[src/rtl/fabric_port_out_tdm.sv]
// Egress TDM deserializer: packs RATIO narrow flits into one wide word behind a 2-entry output buffer.
// Optional sticky illegal-operation flag o_error_out is enabled by defining FABRIC_PORT_OUT_ERR_EN.
module fabric_port_out_tdm #(
   parameter int WIDTH = 4,
   parameter int RATIO = 4
) (
   input  logic                   clk,
   input  logic                   clear,
   input  logic [WIDTH-1:0]       i_data_in,
   input  logic                   i_write_en,
   output logic                   i_full_out,
   output logic [WIDTH*RATIO-1:0] o_data_out,
   input  logic                   o_read_en,
   output logic                   o_empty_out
`ifdef FABRIC_PORT_OUT_ERR_EN
   ,
   output logic                   o_error_out
`endif
);

   localparam int              CW       = $clog2(RATIO);
   localparam int              WW       = WIDTH * RATIO;
   localparam logic [CW-1:0]   CNT_LAST = CW'(RATIO - 1);

   logic [CW-1:0] cnt_q, cnt_d;
   logic [WW-1:0] asm_q, asm_d;
   logic [WW-1:0] head_q, head_d;
   logic [WW-1:0] tail_q, tail_d;
   logic [1:0]    occ_q, occ_d;
   logic [WW-1:0] word;
   logic          wr_ok, rd_ok, push;

   // Full only blocks the word-completing flit, so earlier flits keep streaming in.
   assign i_full_out  = (occ_q == 2'd2) && (cnt_q == CNT_LAST);
   assign o_empty_out = (occ_q == 2'd0);
   assign o_data_out  = head_q;

   always_comb begin
      // NOTE: every always_comb output gets a default first so no path leaves it unassigned (no latch).
      cnt_d  = cnt_q;
      asm_d  = asm_q;
      head_d = head_q;
      tail_d = tail_q;
      occ_d  = occ_q;

      wr_ok = i_write_en && !i_full_out;
      rd_ok = o_read_en && !o_empty_out;
      push  = wr_ok && (cnt_q == CNT_LAST);

      word = asm_q;
      for (int k = 0; k < RATIO; k++) begin
         if (cnt_q == CW'(k)) word[k*WIDTH +: WIDTH] = i_data_in;
      end

      if (wr_ok) begin
         asm_d = word;
         cnt_d = push ? '0 : cnt_q + 1'b1;
      end

      // Head stays put when the last entry is popped, so an empty buffer shows the last popped word.
      if (push && rd_ok) begin
         head_d = word;
      end else if (push) begin
         if (occ_q == 2'd0) head_d = word;
         else               tail_d = word;
         occ_d = occ_q + 2'd1;
      end else if (rd_ok) begin
         if (occ_q == 2'd2) head_d = tail_q;
         occ_d = occ_q - 2'd1;
      end
   end

   // NOTE: the word storage is reset too, because an empty buffer must read back all zeros after clear.
   always_ff @(posedge clk or posedge clear) begin
      if (clear) begin
         cnt_q  <= '0;
         asm_q  <= '0;
         head_q <= '0;
         tail_q <= '0;
         occ_q  <= '0;
      end else begin
         // NOTE: sequential state uses non-blocking assignments so all flops update from pre-edge values.
         cnt_q  <= cnt_d;
         asm_q  <= asm_d;
         head_q <= head_d;
         tail_q <= tail_d;
         occ_q  <= occ_d;
      end
   end

`ifdef FABRIC_PORT_OUT_ERR_EN
   logic err_q, err_d;

   always_comb begin
      err_d = err_q | (i_write_en && i_full_out) | (o_read_en && o_empty_out);
   end

   always_ff @(posedge clk or posedge clear) begin
      if (clear) err_q <= 1'b0;
      else       err_q <= err_d;
   end

   assign o_error_out = err_q;
`endif

endmodule

[config.mk]
export PLATFORM = sky130hd
export DESIGN_NAME = fabric_port_out_tdm
export DESIGN_NICKNAME = d
export VERILOG_FILES = /design/src/rtl/fabric_port_out_tdm.sv
export SDC_FILE = /design/constraint.sdc
export NUM_CORES = 1
export LEC_CHECK = 0
export ABC_AREA = 1
export BUFFER_PORTS_ARGS = -buffer_cell sky130_fd_sc_hd__buf_2
export CAP_MARGIN = 20
export CORE_MARGIN = 2
export CORE_UTILIZATION = 62
export DETAILED_ROUTE_END_ITERATION = 12
export PLACE_DENSITY_LB_ADDON = 0.15
export SKIP_CTS_REPAIR_TIMING = 1
export SYNTH_ARGS = -nofsm -noshare
export SYNTH_HDL_FRONTEND = slang
export SYNTH_SLANG_ARGS = --single-unit
[constraint.sdc]
create_clock -name clk -period 3.9 [get_ports clk]
set_clock_uncertainty 0.15 [all_clocks]
set_input_delay 0.975 -clock clk [delete_from_list [all_inputs] [get_ports clk]]
set_output_delay 0.975 -clock clk [all_outputs]
set_load 0.02 [all_outputs]
==> results of run 1 <==
[kinds of logic after synthesis]
kind of cell	Yosys count	synth area share
AO/OA/AOI/OAI	68	0.139
AND/OR/NAND/NOR	131	0.227
flip-flops	52	0.532
XOR/XNOR	1	0.00358
adder cells (fa/ha/maj)	6	0.0307
buffers and inverters	35	0.0675
[state kept, by name (all words and copies together), names as in the netlist]
signal and flops:
asm_q 16, o_data_out 16, tail_q 16, cnt_q 2
occ_q 2
[metrics by stage]
stage                     setup WS, ns  hold slack, ns
after floorplan                   1.39           0.298
after global placement           0.923           0.303
after detailed placement         0.831           0.307
after CTS                         1.10           0.328
after global routing             0.814           0.355
final                             1.09           0.329
[report_power, final]
group	switching, uW	internal [uW]	total [uW]
combinational	602	288	890
clock	168	145	313
sequential	128	778	906
[area by class of cell]
class | instances | area [um2]
Clock buffer | 8 | 90.1
Sequential cell | 52 | 1300
Multi-Input combinational cell | 206 | 980
Inverter | 25 | 96.3
Tap cell | 48 | 60.1
Timing Repair Buffer | 26 | 145
Fill cell | 313 | 1040
[worst reg2reg max path, cell delays in order, from the launching register on]
cell,delay (ns)
dfrtp_1,0.39
ha_1,0.41
nand3_4,0.35
inv_1,0.28
ha_1,0.18
inv_1,0.06
o21ai_1,0.21
nor2_8,0.11
inv_4,0.23
nand2_4,0.17
nand2_1,0.10
nand2_1,0.06
[metal layers]
metal / GRT usage / routed length [um] / part of all wire / up-vias
met5: 0 / 0 / 0 / -
met4: 0.0689 / 57 / 0.012 / 0
met3: 0.0557 / 150 / 0.032 / 6
met2: 0.338 / 2030 / 0.44 / 30
met1: 0.360 / 2390 / 0.52 / 832
li1: - / - / - / 987
[synthesized netlist by cell type (all sizes together)]
master,instances
inv,25
buf,8
nand3b,1
nand3,5
o21ai,68
nor2,3
nand4,2
xor2,1
dfrtp,52
clkbuf,2
ha,6
nand2,120
[cells in the final DEF (no fill, tap or decap)]
cell and count:
nand2_1 117, nor2_4 1, nand3b_1 1, nor2_8 1, nand3_1 4, buf_12 1
nand2_4 1, inv_2 2, dfrtp_1 52, o21ai_0 54, nor2_1 1, nand3_4 1
inv_1 22, ha_1 6, inv_4 1, nand2_2 2, clkbuf_8 6, nand4_1 2
o21ai_1 14, buf_2 25, xor2_1 1, clkbuf_1 2
[how the worst min path moves through the flow]
stage | start | to | slack [ns] | cells after the start
4_1_cts | o_data_out[11] | o_data_out[11] | 0.33 | 2
3_5_place_dp | o_data_out[11] | o_data_out[11] | 0.31 | 2
2_1_floorplan | asm_q[10] | asm_q[10] | 0.30 | 2
3_3_place_gp | o_data_out[10] | o_data_out[10] | 0.30 | 2
5_1_grt | asm_q[0] | asm_q[0] | 0.36 | 2
6_report | o_data_out[11] | o_data_out[11] | 0.33 | 2
==> impl_metrics.py, run 1 <==
metrics = {
    "cts": {
        "clk_pin_slew_ns": 0.09,
        "cts_tree": "done",
        "clockBufferDepth": 2,
        "cts_root_buf": "clkbuf_8",
        "clkLatencyLatePin_ns": 0.30,
        "cts_made_buffers": 5,
        "htreeDepth": 2,
        "clkSinkCount": 52,
    },
    "pwr": {
        "p_leak_uw": 0.00139,
        "power_uw": 2110,
        "powerDensity_nw_per_um2": 789,
        "vdd_drop_max_mv": 0.480,
    },
    "floorplan": {
        "boundaryPins": 26,
        "die_x_um": 66.8,
        "die_area_um2": 4460,
        "start_util": 0.658,
        "rows": 22,
        "core_um2": 3720,
        "die_h_um": 66.8,
    },
    "global_route": {
        "grt_max_degree": 53,
        "grt_util_all_layers": 0.237,
        "grt_first_pass_wirelength_mm": 7.77,
        "grt_pass1_vias": 1669,
        "gr-total-overflow": 0,
        "antenna_found_initial": 0,
    },
    "setup_path": {
        "crit_fanout": 30,
        "start_kind": "register",
        "reg2reg_from": "cnt_q[0]",
        "arrival_ns": 2.86,
        "cp-end-kind": "register",
        "slowest_stage": "ha_1",
        "r2r-end": "o_data_out[15]",
        "cp_cell_sequence": "ha_1, nand3_4, inv_1, ha_1, inv_1, o21ai_1, nor2_8, inv_4, nand2_4, nand2_1, nand2_1",
        "cp.depth": 11,
        "critPathTopFamily": "simple AND/OR/NAND/NOR gates",
        "reg2reg_slack_ns": 1.09,
        "crit_required_ns": 3.94,
        "cpPeakStageDelay_ns": 0.41,
        "path_class": "reg2reg",
        "crit_end": "o_data_out[15]",
        "path_buf_inv": 3,
        "critPathLaunch": "cnt_q[0]",
        "reg2reg_depth": 11,
    },
    "synth": {
        "yosysSeqAreaShare": 0.532,
        "syn_area_per_cell_um2": 8.35,
        "syn_area_um2": 2450,
        "synth_top_area_cell": "dfrtp_1",
        "syn_nets": 307,
        "netlist_instances": 293,
        "ys_seq_elements": 52,
        "ys_types": 22,
        "ys.warnings.count": 0,
        "synth_area_leaders": "dfrtp_1, nand2_1, o21ai_0, inv_1, ha_1",
        "yosysTopAreaCellShare": 0.532,
    },
    "cells_and_area": {
        "final_core_util": 0.719,
        "final_area_um2": 2670,
        "layout-drive-gt1-share": 0.129,
        "antenna_cells": 0,
        "final_cells": 365,
        "area_growth_pct": 9.26,
        "layout.nets": 330,
    },
    "detailed_routing": {
        "drt_pre_antenna_iters": 4,
        "ant_nets": 0,
        "routed_wl_mm": 4.63,
        "vias": 1855,
        "drt_iter0_drc": 157,
        "drc": 0,
        "via_per_inst": 5.08,
        "wire_per_inst_um": 12.7,
    },
    "sta": {
        "fmax_mhz": 356,
        "fin_crit_sh": 0.721,
        "finalMaxSlewViolations": 0,
        "finalSetupViolCount": 0,
        "relSlewSlack": 0.669,
        "worst_pin_slew_ns": 0.491,
        "fin_crit_ns": 2.81,
        "tns_ns": 0,
        "hold_viol": 0,
        "rsz0062_at_grt": "false",
    },
    "place": {
        "place_area_um2": 2560,
        "portBuffers": 25,
        "hpwlAfterDp_mm": 3.24,
        "placedCellCount": 356,
        "gp_congestion": 0.763,
    },
    "run_status": {
        "outcome": "finished clean",
    },
    "hold_path": {
        "hold_class": "reg2reg",
    },
    "job": {
        "max_cap_violations": 0,
    },
}
(Power assumes the default switching activity.)
==> run 2: changes to the inputs <==
--- a/config.mk
+++ b/config.mk
@@ -5,11 +5,11 @@
 export SDC_FILE = /design/constraint.sdc
 export NUM_CORES = 1
 export LEC_CHECK = 0
-export ABC_AREA = 1
+export ABC_AREA = 0
 export BUFFER_PORTS_ARGS = -buffer_cell sky130_fd_sc_hd__buf_2
 export CAP_MARGIN = 20
 export CORE_MARGIN = 2
-export CORE_UTILIZATION = 62
+export CORE_UTILIZATION = 58
 export DETAILED_ROUTE_END_ITERATION = 12
 export PLACE_DENSITY_LB_ADDON = 0.15
 export SKIP_CTS_REPAIR_TIMING = 1
==> constraint.sdc (replaced) <==
create_clock -name clk -period 2.9 [get_ports clk]
set_clock_uncertainty 0.15 [all_clocks]
set_input_delay 0.725 -clock clk [delete_from_list [all_inputs] [get_ports clk]]
set_output_delay 0.725 -clock clk [all_outputs]
set_load 0.02 [all_outputs]
==> run 2 against run 1 <==
Effect of this change:
- synthesized cell count shrank 23%
- sequential cell count is the same
- core utilization shrank 4.8 points
- cell count shrank 18%
- first-iteration DRC count shrank 15%
- cell area grew 2.0%
- count of clock-buffer cells in the layout shrank 1
- global-route usage shrank 3.1 points
- die area grew 7.7%
- critical path type is now reg2out
- critical endpoint is now i_full_out
- highest routed layer unchanged
==> impl_metrics.py, run 2 <==
metrics = {
    "synth": {
        "netlist_instances": 227,
        "synth_edf_count": 0,
        "yosysSeqAreaShare": 0.526,
        "ys_top_cells_by_count": "dfrtp_1, o21ai_0, mux2_2",
        "async_reset_ff_frac": 1.00,
        "synth_area_leaders": "dfrtp_1, mux2_2, mux2i_1, o21ai_0, o31ai_1",
        "syn_nets": 241,
        "ys_seq_elements": 52,
        "yosysTopAreaCellShare": 0.526,
        "synth_ff_type": "dfrtp_1",
        "syn_area_um2": 2480,
        "synth.most_common_cell": "dfrtp_1",
        "ys.warnings.count": 0,
        "ys_types": 28,
        "syn_area_per_cell_um2": 10.9,
        "synth_top_area_cell": "dfrtp_1",
    },
    "run_status": {
        "outcome": "finished clean",
    },
    "hold_path": {
        "worstHoldStart": "tail_q[8]",
        "hold_path_end": "tail_q[8]",
        "hold_depth": 2,
        "hold_class": "reg2reg",
    },
    "global_route": {
        "grt_first_pass_wirelength_mm": 7.85,
        "antenna_found_initial": 0,
        "grt_util_all_layers": 0.206,
        "grt_pass1_vias": 1538,
        "gr-total-overflow": 0,
        "grt_max_degree": 53,
    },
    "cts": {
        "clkSinkCount": 52,
        "cts_tree": "done",
        "clockBufferDepth": 2,
        "clk_pin_slew_ns": 0.09,
        "cts_root_buf": "clkbuf_8",
        "clkLatencyLatePin_ns": 0.30,
        "cts_made_buffers": 5,
        "htreeDepth": 2,
    },
    "sta": {
        "finalSetupViolCount": 0,
        "tns_ns": 0,
        "setup_slack_ns": 0.459,
        "fin_crit_ns": 2.44,
        "rsz0062_at_grt": "false",
        "hold_ws_ns": 0.330,
        "relSlewSlack": 0.572,
        "worst_pin_slew_ns": 0.643,
        "fin_crit_sh": 0.842,
        "finalMaxSlewViolations": 0,
        "hold_viol": 0,
        "fmax_mhz": 410,
    },
    "setup_path": {
        "crit_required_ns": 2.03,
        "r2r-end": "o_data_out[10]",
        "critPathTopFamily": "simple AND/OR/NAND/NOR gates",
        "reg2reg_depth": 8,
        "path_class": "reg2out",
        "cp-end-kind": "primary output",
        "cp_cell_sequence": "nor2b_1, and2_1, buf_2",
        "slowest_stage": "dfrtp_1",
        "arrival_ns": 1.57,
        "cpPeakStageDelay_ns": 0.46,
        "start_kind": "register",
        "reg2reg_slack_ns": 0.60,
        "reg2reg_from": "occ_q[0]",
        "crit_fanout": 8,
        "path_buf_inv": 1,
    },
    "detailed_routing": {
        "vias": 1646,
        "drc": 0,
        "drt_pre_antenna_iters": 4,
        "drt_iter0_drc": 134,
        "wire_per_inst_um": 14.8,
        "ant_nets": 0,
        "via_per_inst": 5.51,
        "routed_wl_mm": 4.42,
    },
    "pwr": {
        "vdd_drop_max_mv": 0.490,
        "p_leak_uw": 0.00126,
        "powerDensity_nw_per_um2": 1090,
    },
    "place": {
        "gp_congestion": 0.719,
        "portBuffers": 25,
        "hpwlAfterDp_mm": 2.98,
        "place_area_um2": 2630,
        "post-place-ws_ns": 0.518,
    },
    "floorplan": {
        "die_x_um": 69.3,
        "die_area_um2": 4810,
        "rows": 23,
        "core_um2": 4060,
        "start_util": 0.610,
        "boundaryPins": 26,
        "die_h_um": 69.3,
    },
    "cells_and_area": {
        "antenna_cells": 0,
        "nFillCells": 318,
        "final_common_cell": "dfrtp_1",
        "layout.nets": 262,
        "layout-drive-gt1-share": 0.265,
        "area_growth_pct": 10.1,
        "layout_common_cells": "dfrtp_1, o21ai_0, buf_2, mux2_2, nand2_1",
        "final_area_um2": 2730,
    },
    "job": {
        "max_cap_violations": 0,
    },
}
## run 2: cell types whose count changed after synthesis, moves of 3 or more
cell     change
a21oi_1     +14
buf_1        +4
buf_2        +4
inv_1       -17
mux2_2      +19
mux2_4       +3
mux2i_1     +17
nand2_1     -99
nor2_1      +14
o21ai_0     -23
o21ai_1     -13
o31ai_1     +12
## run 2: metal layers
metal  part of all wire  GRT usage
met5                  0          0
met4              0.014     0.0654
met3              0.035     0.0451
met2               0.46      0.303
met1               0.49      0.304
## run 2: area by class of cell
class	instances	area [um2]	area share
sequential	52	1300	0.478
clock inverter	1	7.51	0.00275
timing repair buffer	33	185	0.0680
inverter	6	22.5	0.00826
clock buffer	7	86.3	0.0317
tap	50	62.6	0.0230
multi-input combinational	150	1060	0.389
## run 2: worst max path at each step
| stage | startpoint | end | slack (ns) | depth (start not counted) |
|---|---|---|---|---|
| 6_report | occ_q[0] | i_full_out | 0.46 | 3 |
| 2_1_floorplan | i_write_en | o_data_out[0] | 0.52 | 10 |
| 3_3_place_gp | i_write_en | o_data_out[15] | 0.54 | 9 |
| 3_5_place_dp | i_write_en | o_data_out[1] | 0.52 | 9 |
| 4_1_cts | occ_q[0] | i_full_out | 0.43 | 3 |
| 5_1_grt | occ_q[0] | i_full_out | 0.34 | 3 |
## run 2: cells by family (layout without fill, tap and decap cells)
family / after synthesis / after routing / share of synthesized area
DFF: 52 / 52 / 0.526
AOI/OAI and AO/OA: 62 / 62 / 0.141
adders and majority gates: 6 / 6 / 0.0303
muxes: 39 / 39 / 0.173
buffers and inverters: 25 / 47 / 0.0480
and+or+nand+nor: 41 / 41 / 0.0743
xor gates and xnor gates: 2 / 2 / 0.00708
## run 2: report_power, final
| part | switching [uW] | internal (uW) | total [uW] |
|---|---|---|---|
| combinational | 745 | 567 | 1310 |
| sequential | 178 | 1060 | 1240 |
| clock | 230 | 194 | 424 |
| total | 1150 | 1820 | 2980 |
## run 2: tightest hold or removal path: cells and delay by family (launching register included)
kind / cells / cell delay, ns
simple gates: 1 / 0.04
compound gates: 1 / 0.06
flops: 1 / 0.35
## run 2: stage by stage
step	power, uW	util	instances
5_1_grt	3230	0.672	299
2_1_floorplan	2260	-	227
6_report	2980	0.672	299
4_1_cts	3010	0.672	299
3_5_place_dp	2580	0.648	291
3_3_place_gp	2530	0.648	291
==> run 3: changes to the inputs <==
==> constraint.sdc (replaced) <==
create_clock -name clk -period 2.3 [get_ports clk]
set_clock_uncertainty 0.15 [all_clocks]
set_input_delay 0.575 -clock clk [delete_from_list [all_inputs] [get_ports clk]]
set_output_delay 0.575 -clock clk [all_outputs]
set_load 0.02 [all_outputs]
==> run 3 against run 2 <==
Effect of this change:
- global-route usage about the same
- routed wire length about the same
- cell area increased by 2.1%
- core utilization increased by 1.4 points
- sequential cell count unchanged
- register-to-register slack got worse by 0.36 ns
- sequential share of layout area decreased by 0.94 points
- largest cell class unchanged
- count of clock-buffer cells in the layout unchanged
==> impl_metrics.py, run 3 (synthesized netlist as in run 2, its figures left out) <==
metrics = {
    "run_status": {
        "outcome": "finished clean",
    },
    "cells_and_area": {
        "layout_common_cells": "dfrtp_1, o21ai_0, buf_2, mux2_2, nand2_1",
        "antenna_cells": 0,
        "layout-drive-gt1-share": 0.283,
        "final_cells": 301,
        "layout.nets": 264,
        "final_area_um2": 2780,
        "area_growth_pct": 12.4,
        "nFillCells": 312,
        "final_common_cell": "dfrtp_1",
    },
    "floorplan": {
        "die_h_um": 69.3,
        "die_area_um2": 4810,
        "core_um2": 4060,
        "start_util": 0.610,
        "boundaryPins": 26,
        "rows": 23,
        "die_x_um": 69.3,
    },
    "global_route": {
        "grt_first_pass_wirelength_mm": 7.74,
        "gr-total-overflow": 0,
        "grt_max_degree": 53,
        "grt_util_all_layers": 0.206,
        "antenna_found_initial": 0,
        "grt_pass1_vias": 1570,
    },
    "setup_path": {
        "crit_end": "i_full_out",
        "reg2reg_slack_ns": 0.24,
        "path_class": "reg2out",
        "arrival_ns": 1.47,
        "start_kind": "register",
        "reg2reg_from": "cnt_q[0]",
        "reg2reg_depth": 9,
        "crit_required_ns": 1.57,
        "critPathLaunch": "occ_q[1]",
        "r2r-end": "o_data_out[10]",
        "cp-end-kind": "primary output",
        "crit_fanout": 12,
    },
    "detailed_routing": {
        "via_per_inst": 5.52,
        "drc": 0,
        "vias": 1663,
        "drt_pre_antenna_iters": 5,
        "routed_wl_mm": 4.42,
        "drt_iter0_drc": 109,
        "ant_nets": 0,
        "wire_per_inst_um": 14.7,
    },
    "cts": {
        "cts_tree": "done",
        "clkLatencyLatePin_ns": 0.31,
        "htreeDepth": 2,
        "clockBufferDepth": 2,
        "clkSinkCount": 52,
        "clk_pin_slew_ns": 0.09,
        "cts_made_buffers": 5,
        "cts_root_buf": "clkbuf_8",
    },
    "sta": {
        "fmax_mhz": 455,
        "rsz0062_at_grt": "false",
        "tns_ns": 0,
        "worst_pin_slew_ns": 0.387,
        "fin_crit_ns": 2.20,
        "relSlewSlack": 0.739,
        "finalMaxSlewViolations": 0,
        "fin_crit_sh": 0.956,
        "hold_viol": 0,
        "finalSetupViolCount": 0,
    },
    "pwr": {
        "p_leak_uw": 0.00128,
        "powerDensity_nw_per_um2": 1370,
        "vdd_drop_max_mv": 0.664,
    },
    "place": {
        "hpwlAfterDp_mm": 2.98,
        "placedCellCount": 292,
        "place_area_um2": 2660,
        "portBuffers": 25,
        "gp_congestion": 0.738,
    },
    "job": {
        "max_cap_violations": 0,
    },
    "hold_path": {
        "hold_class": "in2async",
    },
}
## run 3: cell types whose count changed in the layout (fill, tap and decap cells not counted)
cell,before,now
buf_12,0,2
buf_4,8,6
buf_6,0,1
buf_8,0,1
dfrtp_1,52,51
dfrtp_2,0,1
ha_1,6,5
ha_2,0,1
nor2b_1,1,0
nor2b_2,0,1
## run 3: power breakdown
part / switching, uW / internal [uW] / total (uW)
combinational: 949 / 768 / 1720
clock: 295 / 245 / 540
sequential: 217 / 1340 / 1560
## run 3: critical path: stages (launching register included)
cell	delay, ns
dfrtp_2	0.42
nor2b_2	0.22
buf_4	0.21
and2_1	0.16
buf_2	0.17
## run 3: layout make-up
type	count	area (um2)	area share
Clock inverter	1	7.51	0.00270
Clock buffer	7	86.3	0.0310
Multi-Input combinational cell	150	1060	0.383
Sequential cell	52	1300	0.468
Tap cell	50	62.6	0.0225
Timing Repair Buffer	35	236	0.0850
Inverter	6	22.5	0.00809
## run 3: per-layer routing
metal,global-route usage,vias up,share of wire
met5,0,-,0
met4,0.0719,0,0.014
met3,0.0480,5,0.043
met2,0.310,34,0.45
met1,0.294,795,0.49
li1,-,829,-
## run 3: how the worst min path moves through the flow
| stage | from | cells past startpoint | to | slack, ns |
|---|---|---|---|---|
| after floorplan | tail_q[0] | 2 | tail_q[0] | 0.29 |
| after global placement | tail_q[8] | 2 | tail_q[8] | 0.30 |
| after detailed placement | tail_q[8] | 2 | tail_q[8] | 0.31 |
| after CTS | clear | 3 | o_data_out[14] | 0.16 |
| after global routing | clear | 3 | tail_q[9] | 0.17 |
| final | clear | 3 | o_data_out[11] | 0.14 |
## run 3: through the flow
stage / utilization / hold WS (ns) / worst slack, ns / total power, uW
3_3_place_gp: 0.656 / 0.305 / 0.161 / 3220
4_1_cts: 0.680 / 0.156 / -0.0297 / 3820
5_1_grt: 0.686 / 0.171 / 0.0159 / 4150
3_5_place_dp: 0.656 / 0.314 / 0.138 / 3280
6_report: 0.686 / 0.141 / 0.101 / 3820
2_1_floorplan: - / 0.294 / 0.0447 / 2850
